--- src/rtl/bcd_clock_segment_mux_if.sv ---
// ============================================================================
// Module      : bcd_clock_segment_mux_if
// Description : Control, BCD time digit and segment bus for the clock display.
// Revision    : 1.0 - initial release
// ============================================================================
`default_nettype none

interface bcd_clock_segment_mux_if;
  logic       en;
  logic       military_time;
  logic       set_hours;
  logic       set_minutes;
  logic [2:0] segment_select;
  logic       pm;
  logic [3:0] hours_msd;
  logic [3:0] hours_lsd;
  logic [3:0] minutes_msd;
  logic [3:0] minutes_lsd;
  logic [3:0] seconds_msd;
  logic [3:0] seconds_lsd;
  logic [6:0] led_out;

  modport master (
    output en, military_time, set_hours, set_minutes, segment_select,
    input  pm, hours_msd, hours_lsd, minutes_msd, minutes_lsd,
           seconds_msd, seconds_lsd, led_out
  );

  modport slave (
    input  en, military_time, set_hours, set_minutes, segment_select,
    output pm, hours_msd, hours_lsd, minutes_msd, minutes_lsd,
           seconds_msd, seconds_lsd, led_out
  );
endinterface

`default_nettype wire

--- src/rtl/bcd_clock_segment_mux.sv ---
// ============================================================================
// Module      : bcd_clock_segment_mux
// Description : BCD time-of-day counter with 12/24-hour view and 7-seg mux.
// Revision    : 1.0 - initial release
// ============================================================================
`default_nettype none

module bcd_clock_segment_mux (
  input wire                      clk,
  input wire                      reset_n,
  bcd_clock_segment_mux_if.slave  bus
);

  localparam logic [6:0] c_seg_off = 7'h00;

  logic [3:0] r_sec_t, r_sec_u, r_min_t, r_min_u, r_hr_t, r_hr_u;

  logic [3:0] w_sec_t_inc, w_sec_u_inc, w_min_t_inc, w_min_u_inc;
  logic [3:0] w_hr_t_inc, w_hr_u_inc;
  logic       w_sec_wrap, w_min_wrap, w_hr_wrap;
  logic [4:0] w_hr_bin, w_hr_12;
  logic [3:0] w_hr_msd, w_hr_lsd, w_digit;
  logic [6:0] w_led;
  logic       w_set_any;

  function automatic logic [6:0] seg_decode(input logic [3:0] d);
    case (d)
      4'd0:    seg_decode = 7'h7E;
      4'd1:    seg_decode = 7'h30;
      4'd2:    seg_decode = 7'h6D;
      4'd3:    seg_decode = 7'h79;
      4'd4:    seg_decode = 7'h33;
      4'd5:    seg_decode = 7'h5B;
      4'd6:    seg_decode = 7'h5F;
      4'd7:    seg_decode = 7'h70;
      4'd8:    seg_decode = 7'h7F;
      4'd9:    seg_decode = 7'h7B;
      default: seg_decode = c_seg_off;
    endcase
  endfunction

  // Per-field BCD increment values with their own wrap points
  always_comb begin
    w_sec_wrap  = (r_sec_t == 4'd5) && (r_sec_u == 4'd9);
    w_min_wrap  = (r_min_t == 4'd5) && (r_min_u == 4'd9);
    w_hr_wrap   = (r_hr_t == 4'd2) && (r_hr_u == 4'd3);
    w_sec_u_inc = (r_sec_u == 4'd9) ? 4'd0 : r_sec_u + 4'd1;
    w_sec_t_inc = w_sec_wrap ? 4'd0 : ((r_sec_u == 4'd9) ? r_sec_t + 4'd1 : r_sec_t);
    w_min_u_inc = (r_min_u == 4'd9) ? 4'd0 : r_min_u + 4'd1;
    w_min_t_inc = w_min_wrap ? 4'd0 : ((r_min_u == 4'd9) ? r_min_t + 4'd1 : r_min_t);
    w_hr_u_inc  = (w_hr_wrap || r_hr_u == 4'd9) ? 4'd0 : r_hr_u + 4'd1;
    w_hr_t_inc  = w_hr_wrap ? 4'd0 : ((r_hr_u == 4'd9) ? r_hr_t + 4'd1 : r_hr_t);
  end

  assign w_set_any = bus.set_hours || bus.set_minutes;

  always_ff @(posedge clk or negedge reset_n) begin
    if (!reset_n) begin
      r_sec_t <= 4'd0;
      r_sec_u <= 4'd0;
      r_min_t <= 4'd0;
      r_min_u <= 4'd0;
      r_hr_t  <= 4'd0;
      r_hr_u  <= 4'd0;
    end else if (w_set_any) begin
      // Setting never carries between fields and pauses normal counting
      if (bus.set_minutes) begin
        r_min_t <= w_min_t_inc;
        r_min_u <= w_min_u_inc;
        r_sec_t <= 4'd0;
        r_sec_u <= 4'd0;
      end
      if (bus.set_hours) begin
        r_hr_t <= w_hr_t_inc;
        r_hr_u <= w_hr_u_inc;
      end
    end else if (bus.en) begin
      r_sec_t <= w_sec_t_inc;
      r_sec_u <= w_sec_u_inc;
      if (w_sec_wrap) begin
        r_min_t <= w_min_t_inc;
        r_min_u <= w_min_u_inc;
        if (w_min_wrap) begin
          r_hr_t <= w_hr_t_inc;
          r_hr_u <= w_hr_u_inc;
        end
      end
    end
  end

  // 12-hour view: 0 -> 12, 13..23 -> 1..11, otherwise unchanged
  always_comb begin
    w_hr_bin = 5'(r_hr_t) * 5'd10 + 5'(r_hr_u);
    if (w_hr_bin == 5'd0)
      w_hr_12 = 5'd12;
    else if (w_hr_bin > 5'd12)
      w_hr_12 = w_hr_bin - 5'd12;
    else
      w_hr_12 = w_hr_bin;

    if (bus.military_time) begin
      w_hr_msd = r_hr_t;
      w_hr_lsd = r_hr_u;
    end else if (w_hr_12 >= 5'd10) begin
      w_hr_msd = 4'd1;
      w_hr_lsd = 4'(w_hr_12 - 5'd10);
    end else begin
      w_hr_msd = 4'd0;
      w_hr_lsd = w_hr_12[3:0];
    end
  end

  always_comb begin
    w_digit = 4'd0;
    case (bus.segment_select)
      3'd0:    w_digit = w_hr_msd;
      3'd1:    w_digit = w_hr_lsd;
      3'd2:    w_digit = r_min_t;
      3'd3:    w_digit = r_min_u;
      3'd4:    w_digit = r_sec_t;
      3'd5:    w_digit = r_sec_u;
      default: w_digit = 4'd0;
    endcase
    if (!bus.en || bus.segment_select > 3'd5)
      w_led = c_seg_off;
    else
      w_led = seg_decode(w_digit);
  end

  assign bus.pm          = !bus.military_time && (w_hr_bin >= 5'd12);
  assign bus.hours_msd   = w_hr_msd;
  assign bus.hours_lsd   = w_hr_lsd;
  assign bus.minutes_msd = r_min_t;
  assign bus.minutes_lsd = r_min_u;
  assign bus.seconds_msd = r_sec_t;
  assign bus.seconds_lsd = r_sec_u;
  assign bus.led_out     = w_led;

endmodule

`default_nettype wire

--- src/flat_wrapper.sv ---
// flat-port wrapper written by rule: the top's interface ports become plain ports
module bcd_clock_segment_mux_flat 
  (clk, reset_n, bus_en, bus_military_time, bus_set_hours, bus_set_minutes, bus_segment_select, bus_pm, bus_hours_msd, bus_hours_lsd, bus_minutes_msd, bus_minutes_lsd, bus_seconds_msd, bus_seconds_lsd, bus_led_out);
  bcd_clock_segment_mux_if bus_i ();
  input wire clk;
  input wire reset_n;
  input wire logic [$bits(bus_i.en)-1:0] bus_en;
  input wire logic [$bits(bus_i.military_time)-1:0] bus_military_time;
  input wire logic [$bits(bus_i.set_hours)-1:0] bus_set_hours;
  input wire logic [$bits(bus_i.set_minutes)-1:0] bus_set_minutes;
  input wire logic [$bits(bus_i.segment_select)-1:0] bus_segment_select;
  output wire logic [$bits(bus_i.pm)-1:0] bus_pm;
  output wire logic [$bits(bus_i.hours_msd)-1:0] bus_hours_msd;
  output wire logic [$bits(bus_i.hours_lsd)-1:0] bus_hours_lsd;
  output wire logic [$bits(bus_i.minutes_msd)-1:0] bus_minutes_msd;
  output wire logic [$bits(bus_i.minutes_lsd)-1:0] bus_minutes_lsd;
  output wire logic [$bits(bus_i.seconds_msd)-1:0] bus_seconds_msd;
  output wire logic [$bits(bus_i.seconds_lsd)-1:0] bus_seconds_lsd;
  output wire logic [$bits(bus_i.led_out)-1:0] bus_led_out;
  assign bus_i.en = bus_en;
  assign bus_i.military_time = bus_military_time;
  assign bus_i.set_hours = bus_set_hours;
  assign bus_i.set_minutes = bus_set_minutes;
  assign bus_i.segment_select = bus_segment_select;
  assign bus_pm = bus_i.pm;
  assign bus_hours_msd = bus_i.hours_msd;
  assign bus_hours_lsd = bus_i.hours_lsd;
  assign bus_minutes_msd = bus_i.minutes_msd;
  assign bus_minutes_lsd = bus_i.minutes_lsd;
  assign bus_seconds_msd = bus_i.seconds_msd;
  assign bus_seconds_lsd = bus_i.seconds_lsd;
  assign bus_led_out = bus_i.led_out;
  bcd_clock_segment_mux u_core (.clk(clk), .reset_n(reset_n), .bus(bus_i));
endmodule
--- config.mk ---
export PLATFORM = sky130hd
export DESIGN_NAME = bcd_clock_segment_mux_flat
export DESIGN_NICKNAME = d
export VERILOG_FILES = /design/src/rtl/bcd_clock_segment_mux_if.sv /design/src/rtl/bcd_clock_segment_mux.sv /design/src/flat_wrapper.sv
export SDC_FILE = /design/constraint.sdc
export NUM_CORES = 1
export LEC_CHECK = 0
export ABC_CLOCK_PERIOD_IN_PS = 6040
export BUFFER_PORTS_ARGS = -buffer_cell sky130_fd_sc_hd__buf_2
export CAP_MARGIN = 20
export CORE_UTILIZATION = 45
export CTS_CLUSTER_SIZE = 14
export DETAILED_ROUTE_END_ITERATION = 10
export PLACE_DENSITY = 0.65
export RECOVER_POWER = 25
export SETUP_SLACK_MARGIN = 0.02
export SLEW_MARGIN = 20
export SYNTH_ARGS = -nofsm -noshare
export SYNTH_HDL_FRONTEND = slang
export SYNTH_SLANG_ARGS = --single-unit
--- constraint.sdc ---
create_clock -name clk -period 6.04 [get_ports clk]
set_input_delay 1.208 -clock clk [delete_from_list [all_inputs] [get_ports clk]]
set_output_delay 1.208 -clock clk [all_outputs]
set_load 0.02 [all_outputs]
==> impl_metrics.py <==
metrics = {
    "status": {
        "status": "completed",
    },
    "synthesis": {
        "ys_seq_elements": 24,
        "synth_top_family_by_area": "compound AO/OA/AOI/OAI gates",
        "netlist_instances": 292,
        "yosys.area.top_type": "dfrtp_1",
        "avgSynthCellArea_sq_um": 8.454,
        "synth_fa_ha_area_share_pct": 12.47,
        "netlist_top_cells_count": "nand2_1 (38), dfrtp_1 (24), ha_1 (23)",
        "synth_fp_nets": 325,
        "synth_edf_count": 0,
        "yosys.area_share.simple_pct": 24.84,
        "synth-main-ff-cell": "dfrtp_1",
        "yosysMostFrequentCell": "nand2_1",
        "ys_warn_count": 0,
        "synthArstFlopShare_pct": 100.0,
        "synth_area_leaders": "dfrtp_1 (24%), ha_1 (12%), nand2_1 (5.8%), a21oi_1 (4.3%), o21ai_0 (3.9%)",
        "synthMuxAreaShare_pct": 3.700,
        "syn-cell-area_sq_mm": 0.002469,
        "synth_compound_area_share_pct": 25.54,
        "yosysSeqAreaShare_pct": 24.33,
        "synth_cell_type_count": 64,
        "yosysTopAreaCellShare_pct": 24.33,
        "synth_xor_area_share_pct": 2.686,
    },
    "hold_path": {
        "hold_depth": 1,
        "hp-class": "register to register",
        "hp-start": "u_core.bus.minutes_lsd[2]",
        "hold_end": "u_core.bus.minutes_lsd[2]",
    },
    "sta": {
        "setup_violations": 0,
        "slew_headroom_pct": 8.996,
        "maxSlewViolCount": 0,
        "rsz0062_at_grt": "false",
        "tightest_slew_ns": 1.365,
        "fmax_mhz": 172.6,
        "min_period_ns": 5.794,
        "setup_tns_ns": 0,
        "hold_violations": 0,
        "finalCritPeriodShare_pct": 95.92,
        "fin_skew_ns": 0.003597,
    },
    "setup_path": {
        "critPathMostFrequentCell": "ha_1",
        "cp_num_buf_inv": 4,
        "reg2reg_from": "u_core.r_hr_t[0]",
        "critPathRequiredTime_ns": 4.83,
        "end_kind": "output pin",
        "crit_family": "adder cells",
        "r2r_end": "u_core.r_hr_t[3]",
        "rr_worst_depth": 9,
        "crit_slowest_cell": "fa_2",
        "path_cells": "ha_1 > fa_2 > ha_2 > or3b_4 > a21oi_1 > nor2_1 > a21oi_2 > inv_1 > ha_1 > inv_2 > a311oi_4 > a2111oi_2 > o21bai_1 > and2_1 > ha_1 > inv_1 > o21ai_0 > a21oi_1 > buf_4",
        "critPathLaunchType": "register",
        "rrSetupSlack_ns": 2.94,
        "slowest_delay_ns": 0.63,
        "worstPathArrival_ns": 4.59,
        "path_max_fanout": 6,
        "critPathKind": "register to output pin",
    },
    "die": {
        "row_count": 26,
        "dieArea_sq_mm": 0.005786,
        "die_w_um": 76.07,
        "core_area_sq_mm": 0.005205,
        "initial_utilization_pct": 47.43,
        "num_io_pins": 41,
        "die_y_um": 76.07,
    },
    "detailed_routing": {
        "firstDrtPassIters": 4,
        "initialDrtViolationCount": 82,
        "drc": 0,
        "vias_per_cell": 5.641,
        "drtAntennaViolNets": 0,
        "wl_um": 6060,
        "via_count": 2307,
        "wl_per_cell_um": 14.82,
    },
    "place": {
        "portBuffers": 40,
        "dp_hpwl_um": 4603,
        "finalWeightedCongestion": 0.8577,
    },
    "finish": {
        "fin_nets": 373,
        "antenna_cells": 0,
        "area_delta_synth_final_pct": 15.46,
        "drive_gt1_share_pct": 25.37,
    },
    "grt": {
        "antenna_found_initial": 0,
        "grt_pass1_wl_um": 9998,
        "grt_max_degree": 25,
        "track_usage_pct": 21.16,
        "grt_remaining_overflow": 0,
        "grt_pass1_vias": 2129,
    },
    "clock_network": {
        "clock_sinks": 24,
        "clk_pin_slew_ns": 0.09,
        "ctsHtreeMaxLevel": 1,
        "cts_buffer_depth": 2,
        "clk_latency_ns": 0.27,
        "cts_root_buffer": "clkbuf_8",
        "hold_buffers": 0,
        "cts_buffers": 3,
        "tritoncts": "yes",
    },
    "run": {
        "cap_violations": 0,
    },
}
placed cells by master, fill, tap and decap left out, types with 6 or more instances in the layout:
cell type,synthesis,layout
nand2_1,38,38
buf_2,0,38
dfrtp_1,24,23
ha_1,23,21
a21oi_1,21,20
inv_1,20,19
o21ai_0,19,19
nor2_1,15,15
buf_4,0,13
nand3_1,10,10
nor3_1,9,9
and2_1,8,8
a21o_1,7,7
nand3b_1,6,6
registers in the layout (all words and copies together) (netlist names):
register and cells:
u_core.bus.minutes_lsd 4, u_core.bus.minutes_msd 4, u_core.bus.seconds_lsd 4, u_core.bus.seconds_msd 4
u_core.r_hr_t 4, u_core.r_hr_u 4
layout make-up:
class,count,area [sq um]
clock buffer,4,55.05
fill,525,2355
inverter,20,75.07
multi-input combinational,239,1739
sequential,24,601.8
tap,70,87.58
timing repair buffer,52,291.5
metal layers:
| layer | global-route usage, % | routed length (um) | vias to the layer above |
|---|---|---|---|
| met3 | 1.437 | 260 | 5 |
| met5 | 0 | 0 | - |
| met1 | 30.04 | 2908 | 1091 |
| li1 | - | - | 1158 |
| met2 | 34.45 | 2820 | 53 |
| met4 | 6.346 | 71 | 0 |
timing repair:
| action | in CTS | in global routing |
|---|---|---|
| buffers inserted | 1 | 4 |
| gates resized for setup | 1 | 9 |
| hold endpoints to repair | 0 | 0 |
| setup endpoints to repair | 7 | 7 |
| pin swaps | 1 | 5 |
stage by stage:
| stage | cells | util [%] | instance area [sq um] | setup slack, ns | hold WS, ns |
|---|---|---|---|---|---|
| detailed placement | 400 | 52.36 | 2725 | 0.1193 | 0.5232 |
| CTS | 405 | 53.58 | 2789 | 0.02866 | 0.5385 |
| finish | 409 | 54.76 | 2850 | 0.2462 | 0.5419 |
| global placement | 400 | 52.36 | 2725 | 0.2371 | 0.5215 |
| floorplan | 292 | - | 2469 | 0.4061 | 0.5302 |
| global route | 409 | 54.76 | 2850 | 0.003772 | 0.5665 |
kinds of logic (layout without fill, tap and decap cells):
group,Yosys count,in the layout
and+or+nand+nor,116,116
AOI/OAI and AO/OA,86,86
buffers and inverters,29,76
adders and majority gates,24,24
DFF,24,24
muxes,8,8
xor gates and xnor gates,5,5
how the worst max path moves through the flow:
stage,start,end,slack [ns],cells after the start
2_1_floorplan,u_core.r_hr_t[0],bus_led_out[5],0.41,19
3_3_place_gp,u_core.r_hr_t[0],bus_led_out[5],0.24,20
3_5_place_dp,u_core.r_hr_t[0],bus_led_out[5],0.12,20
4_1_cts,u_core.r_hr_t[0],bus_led_out[5],0.03,19
5_1_grt,u_core.r_hr_t[0],bus_led_out[3],0.004,20
6_report,u_core.r_hr_t[0],bus_led_out[5],0.25,19
Power is left out: the tool's default activity adds up to more than one toggle a clock period on the data nets, which glitch-free logic cannot reach.
